<file path="config.mk">
export PLATFORM = sky130hd
export DESIGN_NAME = pool_supervisor
export DESIGN_NICKNAME = d
export VERILOG_FILES = /design/src/rtl/shapool_pkg.sv /design/src/rtl/led_blinker.sv /design/src/rtl/pool_supervisor.sv
export SDC_FILE = /design/constraint.sdc
export NUM_CORES = 1
export LEC_CHECK = 0
export CORE_ASPECT_RATIO = 0.9
export CORE_UTILIZATION = 54
export DETAILED_ROUTE_END_ITERATION = 7
export PLACE_DENSITY = 0.76
export SKIP_CTS_REPAIR_TIMING = 1
export SLEW_MARGIN = 20
export SYNTH_ARGS = -nofsm -noshare
export SYNTH_HDL_FRONTEND = slang
export SYNTH_SLANG_ARGS = --single-unit
</file>
<file path="constraint.sdc">
create_clock -name clk_in -period 3 [get_ports clk_in]
set_input_delay 0.6 -clock clk_in [delete_from_list [all_inputs] [get_ports clk_in]]
set_output_delay 0.6 -clock clk_in [all_outputs]
set_load 0.05 [all_outputs]
</file>
<file path="src/rtl/shapool_pkg.sv">
// Shared definitions for the hashing-pool supervisor: state encoding,
// default clock/blink constants and a small sizing helper.
package shapool_pkg;

    typedef enum logic [1:0] {
        ST_LOCKWAIT = 2'd0,
        ST_IDLE     = 2'd1,
        ST_RUN      = 2'd2,
        ST_DONE     = 2'd3
    } state_e;

    localparam int DEFAULT_CLK_HZ   = 30_000_000;
    localparam int DEFAULT_BLINK_HZ = 2;

    // Bits needed to hold the value v itself (at least 1).
    function automatic int bits_for(input int v);
        int w;
        w = $clog2(v + 1);
        return (w < 1) ? 1 : w;
    endfunction

endpackage

</file>
<file path="src/rtl/led_blinker.sv">
// Divider-and-toggle LED driver. A period of zero parks the LED dark;
// restart clears the divider and turns the LED on for the next cycle.
module led_blinker #(
    parameter int DIV_W = 3
)(
    input  logic             clk_in,
    input  logic             reset_in,
    input  logic [DIV_W-1:0] period_in,
    input  logic             restart_in,
    output logic             led_n_out
);

    logic [DIV_W-1:0] div_q, div_d;
    logic             led_n_q, led_n_d;

    always_comb begin
        div_d   = div_q;
        led_n_d = led_n_q;
        if (period_in == '0) begin
            div_d   = '0;
            led_n_d = 1'b1;
        end else if (restart_in) begin
            div_d   = '0;
            led_n_d = 1'b0;
        end else if (div_q >= period_in - DIV_W'(1)) begin
            div_d   = '0;
            led_n_d = ~led_n_q;
        end else begin
            div_d = div_q + DIV_W'(1);
        end
    end

    always_ff @(posedge clk_in) begin
        if (reset_in) begin
            div_q   <= '0;
            led_n_q <= 1'b1;
        end else begin
            div_q   <= div_d;
            led_n_q <= led_n_d;
        end
    end

    assign led_n_out = led_n_q;

endmodule

</file>
<file path="src/rtl/pool_supervisor.sv">
// Supervises a pool of hashing cores: waits for a qualified PLL lock,
// runs jobs, latches the lowest-index winner and drives READY and a status LED.
module pool_supervisor
    import shapool_pkg::*;
#(
    parameter int POOL_SIZE      = 2,
    parameter int POOL_SIZE_LOG2 = 1,
    parameter int CLK_HZ         = DEFAULT_CLK_HZ,
    parameter int LOCK_CYCLES    = 1024,
    parameter int BLINK_HZ       = DEFAULT_BLINK_HZ
)(
    input  logic                      clk_in,
    input  logic                      reset_in,
    input  logic                      pll_lock_in,
    input  logic                      start_in,
    input  logic                      halt_in,
    input  logic [POOL_SIZE-1:0]      found_in,
    output logic                      core_reset_out,
    output logic                      core_run_out,
    output logic                      winner_valid_out,
    output logic [POOL_SIZE_LOG2-1:0] winner_idx_out,
    output logic                      ready_n_oe_out,
    output logic                      status_led_n_out
);

    localparam int HALF      = CLK_HZ / (2 * BLINK_HZ);
    localparam int HALF_DONE = (HALF / 4 < 1) ? 1 : HALF / 4;
    localparam int DIV_W     = bits_for(HALF);
    localparam int CNT_W     = bits_for(LOCK_CYCLES);

    localparam logic [CNT_W-1:0] CNT_LAST = CNT_W'(LOCK_CYCLES - 1);
    localparam logic [CNT_W-1:0] CNT_FULL = CNT_W'(LOCK_CYCLES);

    if (HALF < 1) begin : g_bad_half
        $error("pool_supervisor: CLK_HZ/(2*BLINK_HZ) must be at least 1");
    end
    if (POOL_SIZE > (1 << POOL_SIZE_LOG2)) begin : g_bad_log2
        $error("pool_supervisor: POOL_SIZE_LOG2 too small for POOL_SIZE");
    end
    if (LOCK_CYCLES < 1) begin : g_bad_lock
        $error("pool_supervisor: LOCK_CYCLES must be at least 1");
    end

    state_e                    state_q, state_d;
    logic [CNT_W-1:0]          cnt_q, cnt_d;
    logic                      win_valid_q, win_valid_d;
    logic [POOL_SIZE_LOG2-1:0] win_idx_q, win_idx_d;
    logic                      core_reset_q, core_reset_d;
    logic                      core_run_q, core_run_d;
    logic [POOL_SIZE_LOG2-1:0] first_idx;
    logic [DIV_W-1:0]          blink_period;
    logic                      blink_restart;

    // Lowest set bit wins: scan from the top so the lowest hit overwrites.
    always_comb begin
        first_idx = '0;
        for (int i = POOL_SIZE - 1; i >= 0; i--) begin
            if (found_in[i]) begin
                first_idx = POOL_SIZE_LOG2'(i);
            end
        end
    end

    always_comb begin
        state_d     = state_q;
        cnt_d       = cnt_q;
        win_valid_d = win_valid_q;
        win_idx_d   = win_idx_q;
        if (!pll_lock_in) begin
            state_d     = ST_LOCKWAIT;
            cnt_d       = '0;
            win_valid_d = 1'b0;
            win_idx_d   = '0;
        end else begin
            case (state_q)
                ST_LOCKWAIT: begin
                    cnt_d = (cnt_q == CNT_FULL) ? cnt_q : cnt_q + CNT_W'(1);
                    if (cnt_q == CNT_LAST) begin
                        state_d = ST_IDLE;
                    end
                end
                ST_IDLE: begin
                    if (start_in) begin
                        state_d = ST_RUN;
                    end
                end
                ST_RUN: begin
                    if (halt_in) begin
                        state_d = ST_IDLE;
                    end else if (|found_in) begin
                        state_d     = ST_DONE;
                        win_valid_d = 1'b1;
                        win_idx_d   = first_idx;
                    end
                end
                ST_DONE: begin
                    if (halt_in || start_in) begin
                        state_d     = halt_in ? ST_IDLE : ST_RUN;
                        win_valid_d = 1'b0;
                        win_idx_d   = '0;
                    end
                end
                default: begin
                    state_d = ST_LOCKWAIT;
                    cnt_d   = '0;
                end
            endcase
        end
        core_reset_d = (state_d == ST_LOCKWAIT);
        core_run_d   = (state_d == ST_RUN);
    end

    // Period follows the next state so the LED changes on the entry edge;
    // IDLE holds restart to keep the LED steadily on.
    always_comb begin
        case (state_d)
            ST_LOCKWAIT: blink_period = '0;
            ST_DONE:     blink_period = DIV_W'(HALF_DONE);
            default:     blink_period = DIV_W'(HALF);
        endcase
        blink_restart = (state_d == ST_IDLE) ||
                        ((state_d != state_q) && (state_d != ST_LOCKWAIT));
    end

    always_ff @(posedge clk_in) begin
        if (reset_in) begin
            state_q      <= ST_LOCKWAIT;
            cnt_q        <= '0;
            win_valid_q  <= 1'b0;
            win_idx_q    <= '0;
            core_reset_q <= 1'b1;
            core_run_q   <= 1'b0;
        end else begin
            state_q      <= state_d;
            cnt_q        <= cnt_d;
            win_valid_q  <= win_valid_d;
            win_idx_q    <= win_idx_d;
            core_reset_q <= core_reset_d;
            core_run_q   <= core_run_d;
        end
    end

    led_blinker #(
        .DIV_W (DIV_W)
    ) u_led_blinker (
        .clk_in     (clk_in),
        .reset_in   (reset_in),
        .period_in  (blink_period),
        .restart_in (blink_restart),
        .led_n_out  (status_led_n_out)
    );

    assign core_reset_out   = core_reset_q;
    assign core_run_out     = core_run_q;
    assign winner_valid_out = win_valid_q;
    assign winner_idx_out   = win_idx_q;
    assign ready_n_oe_out   = win_valid_q;

endmodule
</file>
Word-level counts from Yosys, hierarchy flattened
Index checks and enable logic that the tools add are counted.
- bits in registers: 41
- output and inout bits: 6
- muxes and demuxes: 20
- add/subtract/negate cells: 3
- equality and inequality tests: 12
- reduce and logical (&&, ||, !) cells: 15
- bitwise logic cells: 3
- $lt $le $gt $ge: 1
- operator list (operator ; number):
    $pmux 23 s2 ; 1
    $add 23x1->23 const B ; 1
    $ge 23x23->1 ; 1
    $logic_not 23->1 ; 1
    $sub 23x1->23 const B ; 1
    $mux 2 ; 7
    $add 11x1->11 const B ; 1
    $eq 11x10->1 const B ; 1
    $eq 11x11->1 const B ; 1
    $mux 1 ; 9
    $eq 2x2->1 const B ; 4
    $pmux 2 s4 ; 1
    $ne 2x2->1 const B ; 3
    $reduce_bool 2->1 ; 3
    $reduce_or 2->1 ; 3
    $eq 2x1->1 const B ; 2
    $logic_not 2->1 ; 2
    $pmux 1 s2 ; 2
    $reduce_and 4->1 ; 1
    $reduce_or 4->1 ; 1
    $not 1->1 ; 3
    $logic_or 1x1->1 ; 2
    $ne 2x2->1 ; 1
    $reduce_and 2->1 ; 1
    $logic_and 1x1->1 ; 1

Depth between registers and ports, before layout
Gate-level depths: netlist of the first run.
- depth after elaboration: 11
- depth in mapped cells: 14
- depth with buffers taken out: 12

Modules after synthesis
A second synthesis of the first run with hierarchy kept.
- cell total of the unflattened synthesis: 368
- area, all modules: 3105.5 µm²
- by module, submodules not included (module ; cells an instance ; sequential area each (µm²) ; instances ; area each (µm²)):
    led_blinker ; 255 ; 480.5 ; 1 ; 2124.5
    pool_supervisor ; 113 ; 340.3 ; 1 ; 980.9

Worst setup path before layout of the first run
Ideal clock, no wire load.
- path type: in2reg
- start point: in pll_lock_in
- end point: reg u_led_blinker.led_n_q (netlist: u_led_blinker.led_n_out)
- data arrival time: 2843 ps
- required time: 2884 ps
- library setup time: 116 ps
- setup slack: 41 ps
- path buffers: 0
- cell stages on the path: 11
- path through: nand4b_1 -> o31ai_1 -> nand2_1 -> ha_1 -> xor2_1 -> ha_1 -> nand4_1 -> nor4_1 -> a32oi_1 -> a21bo_2 -> a31o_2
- cells in the longest elaborated chain, start to end: 6
- elaborated cells between the ends (all ways): 15
- those cells by class: add/sub (1); order compare (1); eq/ne (3); mux (3); reduce/logical (7)
- RTL lines (item ; line ; source):
    from (decl) ; pool_supervisor.sv:14 ; input logic pll_lock_in,
    $mux 2 * ; pool_supervisor.sv:69 ; if (!pll_lock_in) begin
    $logic_not 2->1 * ; -- ;
    via core_reset_d ; pool_supervisor.sv:48 ; logic core_reset_q, core_reset_d;
    $pmux 23 s2 * ; pool_supervisor.sv:116 ; case (state_d)
    $sub 23x1->23 ; led_blinker.sv:25 ; end else if (div_q >= period_in - DIV_W'(1)) begin
    $ge 23x23->1 ; led_blinker.sv:25 ;
    $reduce_bool 2->1 (no line) ; -- ;
    to (signal assigned) ; led_blinker.sv:39 ; led_n_q <= led_n_d;
    to (decl) ; led_blinker.sv:14 ; logic led_n_q, led_n_d;
Mark *: on every way through the listed nets, which the timed path passes. The rest lies on a longest branch.
A chain may end at the register's enable or synchronous reset.

Worst setup path after layout of the first run
- start point: in found_in[1]
- end point: reg u_led_blinker.div_q[17]
- cells in the longest elaborated chain, start to end: 10
- elaborated cells between the ends (all ways): 17
- those cells by class: add/sub (1); order compare (1); eq/ne (3); mux (5); reduce/logical (7)
- RTL lines (item ; line ; source):
    from (decl) ; pool_supervisor.sv:17 ; input logic [POOL_SIZE-1:0] found_in,
    $reduce_or 2->1 * ; pool_supervisor.sv:90 ; end else if (|found_in) begin
    $mux 2 * ; pool_supervisor.sv:90 ;
    $mux 2 * ; pool_supervisor.sv:88 ; if (halt_in) begin
    $pmux 2 s4 * ; pool_supervisor.sv:75 ; case (state_q)
    $mux 2 * ; pool_supervisor.sv:69 ;
    $logic_not 2->1 * ; -- ;
    via core_reset_d ; pool_supervisor.sv:48 ;
    $pmux 23 s2 * ; pool_supervisor.sv:116 ;
    $sub 23x1->23 ; led_blinker.sv:25 ;
    $ge 23x23->1 ; led_blinker.sv:25 ;
    $reduce_or 4->1 (no line) * ; -- ;
    to (signal assigned) ; led_blinker.sv:38 ; div_q <= div_d;
    to (decl) ; led_blinker.sv:13 ; logic [DIV_W-1:0] div_q, div_d;
Marked as above.

==> results of run 1 <==
## flip-flops by register name, summed over array words and instances (netlist names)
signal / flops
u_led_blinker.led_n_out: 1
ready_n_oe_out: 1
core_reset_out: 1
state_q: 2
core_run_out: 1
winner_idx_out: 1
cnt_q: 11
u_led_blinker.div_q: 23
## stage by stage
step | TNS, ns | power, uW | cell area, um2
global placement | -12.45 | 586 | 2700
floorplan | 0 | 567 | 2360
CTS | -7.80 | 1050 | 2820
global route | -5.57 | 1080 | 3130
finish | -3.94 | 1050 | 3130
detailed placement | -15.21 | 587 | 2700
## Yosys cell counts (3+ instances only)
library cell,number
o21ai_0,8
nor3_1,3
ha_1,27
inv_1,12
xnor2_1,18
nor2_1,44
nor4b_1,3
a21oi_1,15
dfxtp_1,41
nor4_1,3
and4_1,3
xor2_1,15
nand4_1,6
nand2_1,20
buf_4,3
and3_1,5
nand3_1,11
## cell type report
cell class | count | share of cell area
inverters | 12 | 0.0152
multi-input cells | 210 | 0.524
repair buffers | 46 | 0.140
flip-flops and latches | 41 | 0.263
clock inverters | 2 | 0.0120
well taps | 48 | 0.0192
clock buffers | 6 | 0.0264
## logic make-up (layout without fill, tap and decap cells)
| logic type | count (synthesis) | count (layout) | share of synthesized area |
|---|---|---|---|
| adder cells (fa/ha/maj) | 27 | 27 | 0.143 |
| flip-flops | 41 | 41 | 0.348 |
| AO/OA/AOI/OAI | 34 | 34 | 0.0871 |
| AND/OR/NAND/NOR | 116 | 116 | 0.260 |
| XOR/XNOR | 33 | 33 | 0.123 |
| buffers and inverters | 19 | 66 | 0.0387 |
## critical path: cells and delay by family
| family | cells | cell delay [ns] |
|---|---|---|
| compound gates | 4 | 0.71 |
| xor+xnor | 1 | 0.17 |
| fa+ha+maj | 2 | 0.56 |
| buf+inv | 3 | 0.86 |
| simple gates | 4 | 0.56 |
## per-layer routing
layer  vias to the layer above  global-route usage  wire length (um)  part of all wire
li1                       1029                   -                 -                 -
met3                        17              0.0513               275             0.047
met4                         0              0.0637               118             0.020
met2                        61               0.341              2770              0.48
met1                      1005               0.277              2650              0.46
met5                         -                   0                 0                 0
## final timing paths
| kind | startpoint | slack [ns] | cells after the start | endpoint |
|---|---|---|---|---|
| worst max-delay path | found_in[1] | -0.22 | 14 | u_led_blinker.div_q[17] |
| worst min-delay path | ready_n_oe_out | 0.48 | 2 | ready_n_oe_out |
| worst max register to register | cnt_q[1] | -0.17 | 14 | u_led_blinker.div_q[17] |
| worst min register to register | ready_n_oe_out | 0.48 | 2 | ready_n_oe_out |
## power by group through the flow
stage               clock, uW  combinational (uW)  sequential (uW)
floorplan                   0                8.17              559
global placement            0                27.7              558
detailed placement          0                28.2              559
CTS                       478                28.4              546
global route              504                32.4              547
finish                    469                30.2              546
==> results_dict.tcl, run 1 <==
set metrics [dict create \
    synth-edff-count 0 \
    grt_pass1_vias 1809 \
    synth_area_leaders "dfxtp_1, ha_1, nor2_1, xnor2_1, xor2_1" \
    drt_iter0_markers 119 \
    maxSlewViolCount 0 \
    cts_buffers 5 \
    violations "setup timing" \
    vdd_drop_max_mv 0.342 \
    crit_chain "clkdlybuf4s50_1, nor2_1, a21oi_2, nand2_2, ha_4, xor2_1, ha_1, a21oi_2, o21ai_1, a221oi_2, nand4b_1, buf_6, clkbuf_16, nor2_2" \
    final_nets 350 \
    area_growth_pct 32.6 \
    swShare 0.204 \
    p_clk_frac 0.449 \
    max_freq_ghz 0.310 \
    async_reset_ff_frac 0 \
    ios 13 \
    syn_area_mm2 0.00236 \
    seq_power_share 0.522 \
    yosysSeqAreaShare 0.348 \
    comb_power_share 0.029 \
    crit_fanout 6 \
    fin_hold_ws_ns 0.476 \
    final_cells 365 \
    status "finished, violations left" \
    place_congestion 0.817 \
    avgSynthCellArea_um2 8.73 \
    maxSlewHeadroom 0.580 \
    synth_top_area_frac 0.348 \
    seq_area_um2 823 \
    post-route-util 0.757 \
    grt_pass1_wl_um 7740 \
    mostFrequentLayoutCells "dfxtp_1, nor2_1, buf_4" \
    hold_viol_final 0 \
    dr.pass1.iters 4 \
    via_per_inst 5.79 \
    grt_setup_unrepaired "true" \
    worstMarginPinSlew_ns 0.625 \
    critPathCaptureType "flip-flop" \
    setup_ws_ns -0.222 \
    ys_types 43 \
    dp.cells 349 \
    layout_min_cycle_time_ns 3.22 \
    grt.overflow.total 0 \
    post-dp-hpwl_um 3460 \
    worst_clock_skew_ns 0.00455 \
    n_antenna_cell 0 \
    min_path_type "reg -> reg" \
    min_period_over_period 1.07 \
    worst_setup_path_start_kind "primary input" \
    cp_common_cell "a21oi_2" \
    place_worst_setup_slack_ns -0.671 \
    antenna_found_initial 0 \
    p_switching_uw 214 \
    design.die.area_mm2 0.00463 \
    fill_cells 281 \
    cts_buffer_depth 2 \
    synth.ff_latch_count 41 \
    cts.clk_slew.worst_paths_ns 0.08 \
    syn_nets 304 \
    p_leak_uw 0.00126 \
    insertion_delay_ns 0.30 \
    synthFlopType "dfxtp_1" \
    cts_tree "done" \
    start_util 0.571 \
    wl_per_cell_um 15.9 \
    final_common_cell "dfxtp_1" \
    cts.sinks 41 \
    die_x_um 71.6 \
    internal-power_uw 832 \
    max_stage_delay_ns 0.49 \
    drive_above_1_share 0.281 \
    io_buffers 12 \
    powerDensity_mw_per_mm2 335 \
    drt_wl_total_um 5810 \
    critPathKind "in -> reg" \
    rows 22 \
    synth_top_area_cell "dfxtp_1" \
    cp_slowest_cell "clkdlybuf4s50_1" \
    required_ns 3.24 \
    setup_viol 24 \
    synthCells 270 \
    core_mm2 0.00413 \
    htree_levels 2 \
    die_h_um 64.7 \
    vias 2112 \
    grt.total_usage 0.211 \
    clockRootBuffer "clkbuf_8" \
    ant_nets 0 \
    drc 0 \
    cp.arrival_ns 3.46 \
    grt_max_degree 24 \
    yosysWarnings 0 \
    drv_cap 0 \
    multi_input_area_mm2 0.00164 \
]
Power figures use the tool's default switching activity.
==> run 2, diff against run 1 <==
--- a/config.mk
+++ b/config.mk
@@ -9,6 +9,7 @@
 export CORE_UTILIZATION = 54
 export DETAILED_ROUTE_END_ITERATION = 7
 export PLACE_DENSITY = 0.76
+export REMOVE_ABC_BUFFERS = 1
 export SKIP_CTS_REPAIR_TIMING = 1
 export SLEW_MARGIN = 20
 export SYNTH_ARGS = -nofsm -noshare
==> results_dict.tcl, run 2 (same netlist as run 1, synthesis figures left out) <==
set metrics [dict create \
    post-route-util 0.736 \
    top_register "u_led_blinker.div_q" \
    crit_chain "ha_4, nand4b_1, o31ai_2, nand2_2, inv_1, ha_2, ha_1, a21oi_1, o21ai_0, a221oi_2, nand4b_1, buf_6, buf_12, nor2_2" \
    io_buffers 12 \
    setup_ws_ns -0.0951 \
    design.die.area_mm2 0.00463 \
    multi_input_area_mm2 0.00160 \
    vdd_drop_max_mv 0.307 \
    drive_above_1_share 0.268 \
    via_per_inst 5.65 \
    min_path_type "reg -> reg" \
    post-dp-hpwl_um 3410 \
    worstMarginPinSlew_ns 0.630 \
    die_h_um 64.7 \
    dr.pass1.iters 6 \
    final_nets 346 \
    hold_viol_final 0 \
    final_common_cell "dfxtp_1" \
    htree_levels 2 \
    ios 13 \
    drc 0 \
    crit_fanout 12 \
    n_antenna_cell 0 \
    antenna_found_initial 0 \
    cp_common_cell "nand4b_1" \
    start_util 0.571 \
    required_ns 3.24 \
    cts_buffers 5 \
    cp_slowest_cell "a221oi_2" \
    ant_nets 0 \
    violations "setup timing" \
    setup_viol 23 \
    critPathCaptureType "flip-flop" \
    reg.largest.list "u_led_blinker.div_q: 23 flops, cnt_q: 11 flops, state_q: 2 flops" \
    vias 2041 \
    grt.total_usage 0.219 \
    critPathKind "reg -> reg" \
    worst_clock_skew_ns 0.00761 \
    grt.overflow.total 0 \
    area_growth_pct 29.0 \
    final_cells 361 \
    status "finished, violations left" \
    layout_min_cycle_time_ns 3.10 \
    fill_cells 284 \
    drt_wl_total_um 5380 \
    mostFrequentLayoutCells "dfxtp_1, nor2_1, buf_4" \
    grt_setup_unrepaired "true" \
    place_congestion 0.798 \
    seq_area_um2 823 \
    maxSlewHeadroom 0.577 \
    cts_buffer_depth 2 \
    wl_per_cell_um 14.9 \
    cts.sinks 41 \
    p_leak_uw 0.00126 \
    drt_iter0_markers 153 \
    maxSlewViolCount 0 \
    largest_reg_flops 23 \
    grt_max_degree 24 \
    powerDensity_mw_per_mm2 346 \
    insertion_delay_ns 0.31 \
    cts_tree "done" \
    rows 22 \
    max_freq_ghz 0.323 \
    worst_setup_path_start_kind "flip-flop" \
    min_period_over_period 1.03 \
    max_stage_delay_ns 0.37 \
    clockRootBuffer "clkbuf_8" \
    grt_pass1_vias 1806 \
    cp.arrival_ns 3.34 \
    grt_pass1_wl_um 7940 \
    dp.cells 350 \
    drv_cap 0 \
    cts.clk_slew.worst_paths_ns 0.08 \
    core_mm2 0.00413 \
    die_x_um 71.6 \
]
[run 2: cell count changes in the layout (fill, tap and decap cells not counted), moves of 2 or more]
cell / change
dlymetal6s2s_1: +2
o21ai_0: +2
ha_1: +2
a21oi_2: -4
clkdlybuf4s50_1: -2
nor2_1: -8
nor2_2: +7
ha_4: -4
a21oi_1: +4
ha_2: +2
buf_4: -3
[run 2: where the power goes]
group	total (uW)	switching (uW)	internal (uW)
Sequential	546	1.28	545
Clock	478	207	271
Combinational	27.9	12.0	15.9
[run 2: area by class of cell]
cell class,count,area share
tap,48,0.0198
multi-input combinational,210,0.525
clock buffer,6,0.0272
clock inverter,2,0.0123
timing repair buffer,42,0.130
sequential,41,0.271
inverter,12,0.0148
[run 2: worst paths after layout]
kind                       start                      to  slack [ns]  depth (start not counted)
hold / removal    ready_n_oe_out          ready_n_oe_out        0.48                          2
hold reg to reg   ready_n_oe_out          ready_n_oe_out        0.48                          2
setup reg to reg        cnt_q[0]  u_led_blinker.div_q[2]        -0.1                         14
setup / recovery        cnt_q[0]  u_led_blinker.div_q[2]        -0.1                         14
[run 2: through the flow]
| stage | setup TNS (ns) | setup WS (ns) | total power (uW) | hold WS [ns] | area, um2 |
|---|---|---|---|---|---|
| 5_1_grt | -4.73 | -0.222 | 1090 | 0.510 | 3040 |
| 4_1_cts | -9.48 | -0.449 | 1050 | 0.479 | 2830 |
| 3_5_place_dp | -16.83 | -0.750 | 586 | 0.464 | 2710 |
| 6_report | -1.59 | -0.0951 | 1050 | 0.477 | 3040 |
| 3_3_place_gp | -13.12 | -0.586 | 586 | 0.454 | 2710 |
| 2_1_floorplan | -5.18 | -0.232 | 567 | 0.438 | 2310 |
[run 2: critical path, delay by kind of cell (launching register included)]
kind	cells	cell delay, ns
AOI/OAI and AO/OA	4	1.02
adders and majority gates	3	0.65
buffers and inverters	3	0.44
DFF	1	0.36
and+or+nand+nor	4	0.54
[run 2: metal layers]
metal / track usage / share of wire / vias to the layer above / wire length, um
met2: 0.340 / 0.46 / 44 / 2480
met5: 0 / 0 / - / 0
met3: 0.0700 / 0.042 / 14 / 226
met4: 0.0515 / 0.021 / 0 / 115
met1: 0.294 / 0.48 / 962 / 2560
li1: - / - / 1021 / -
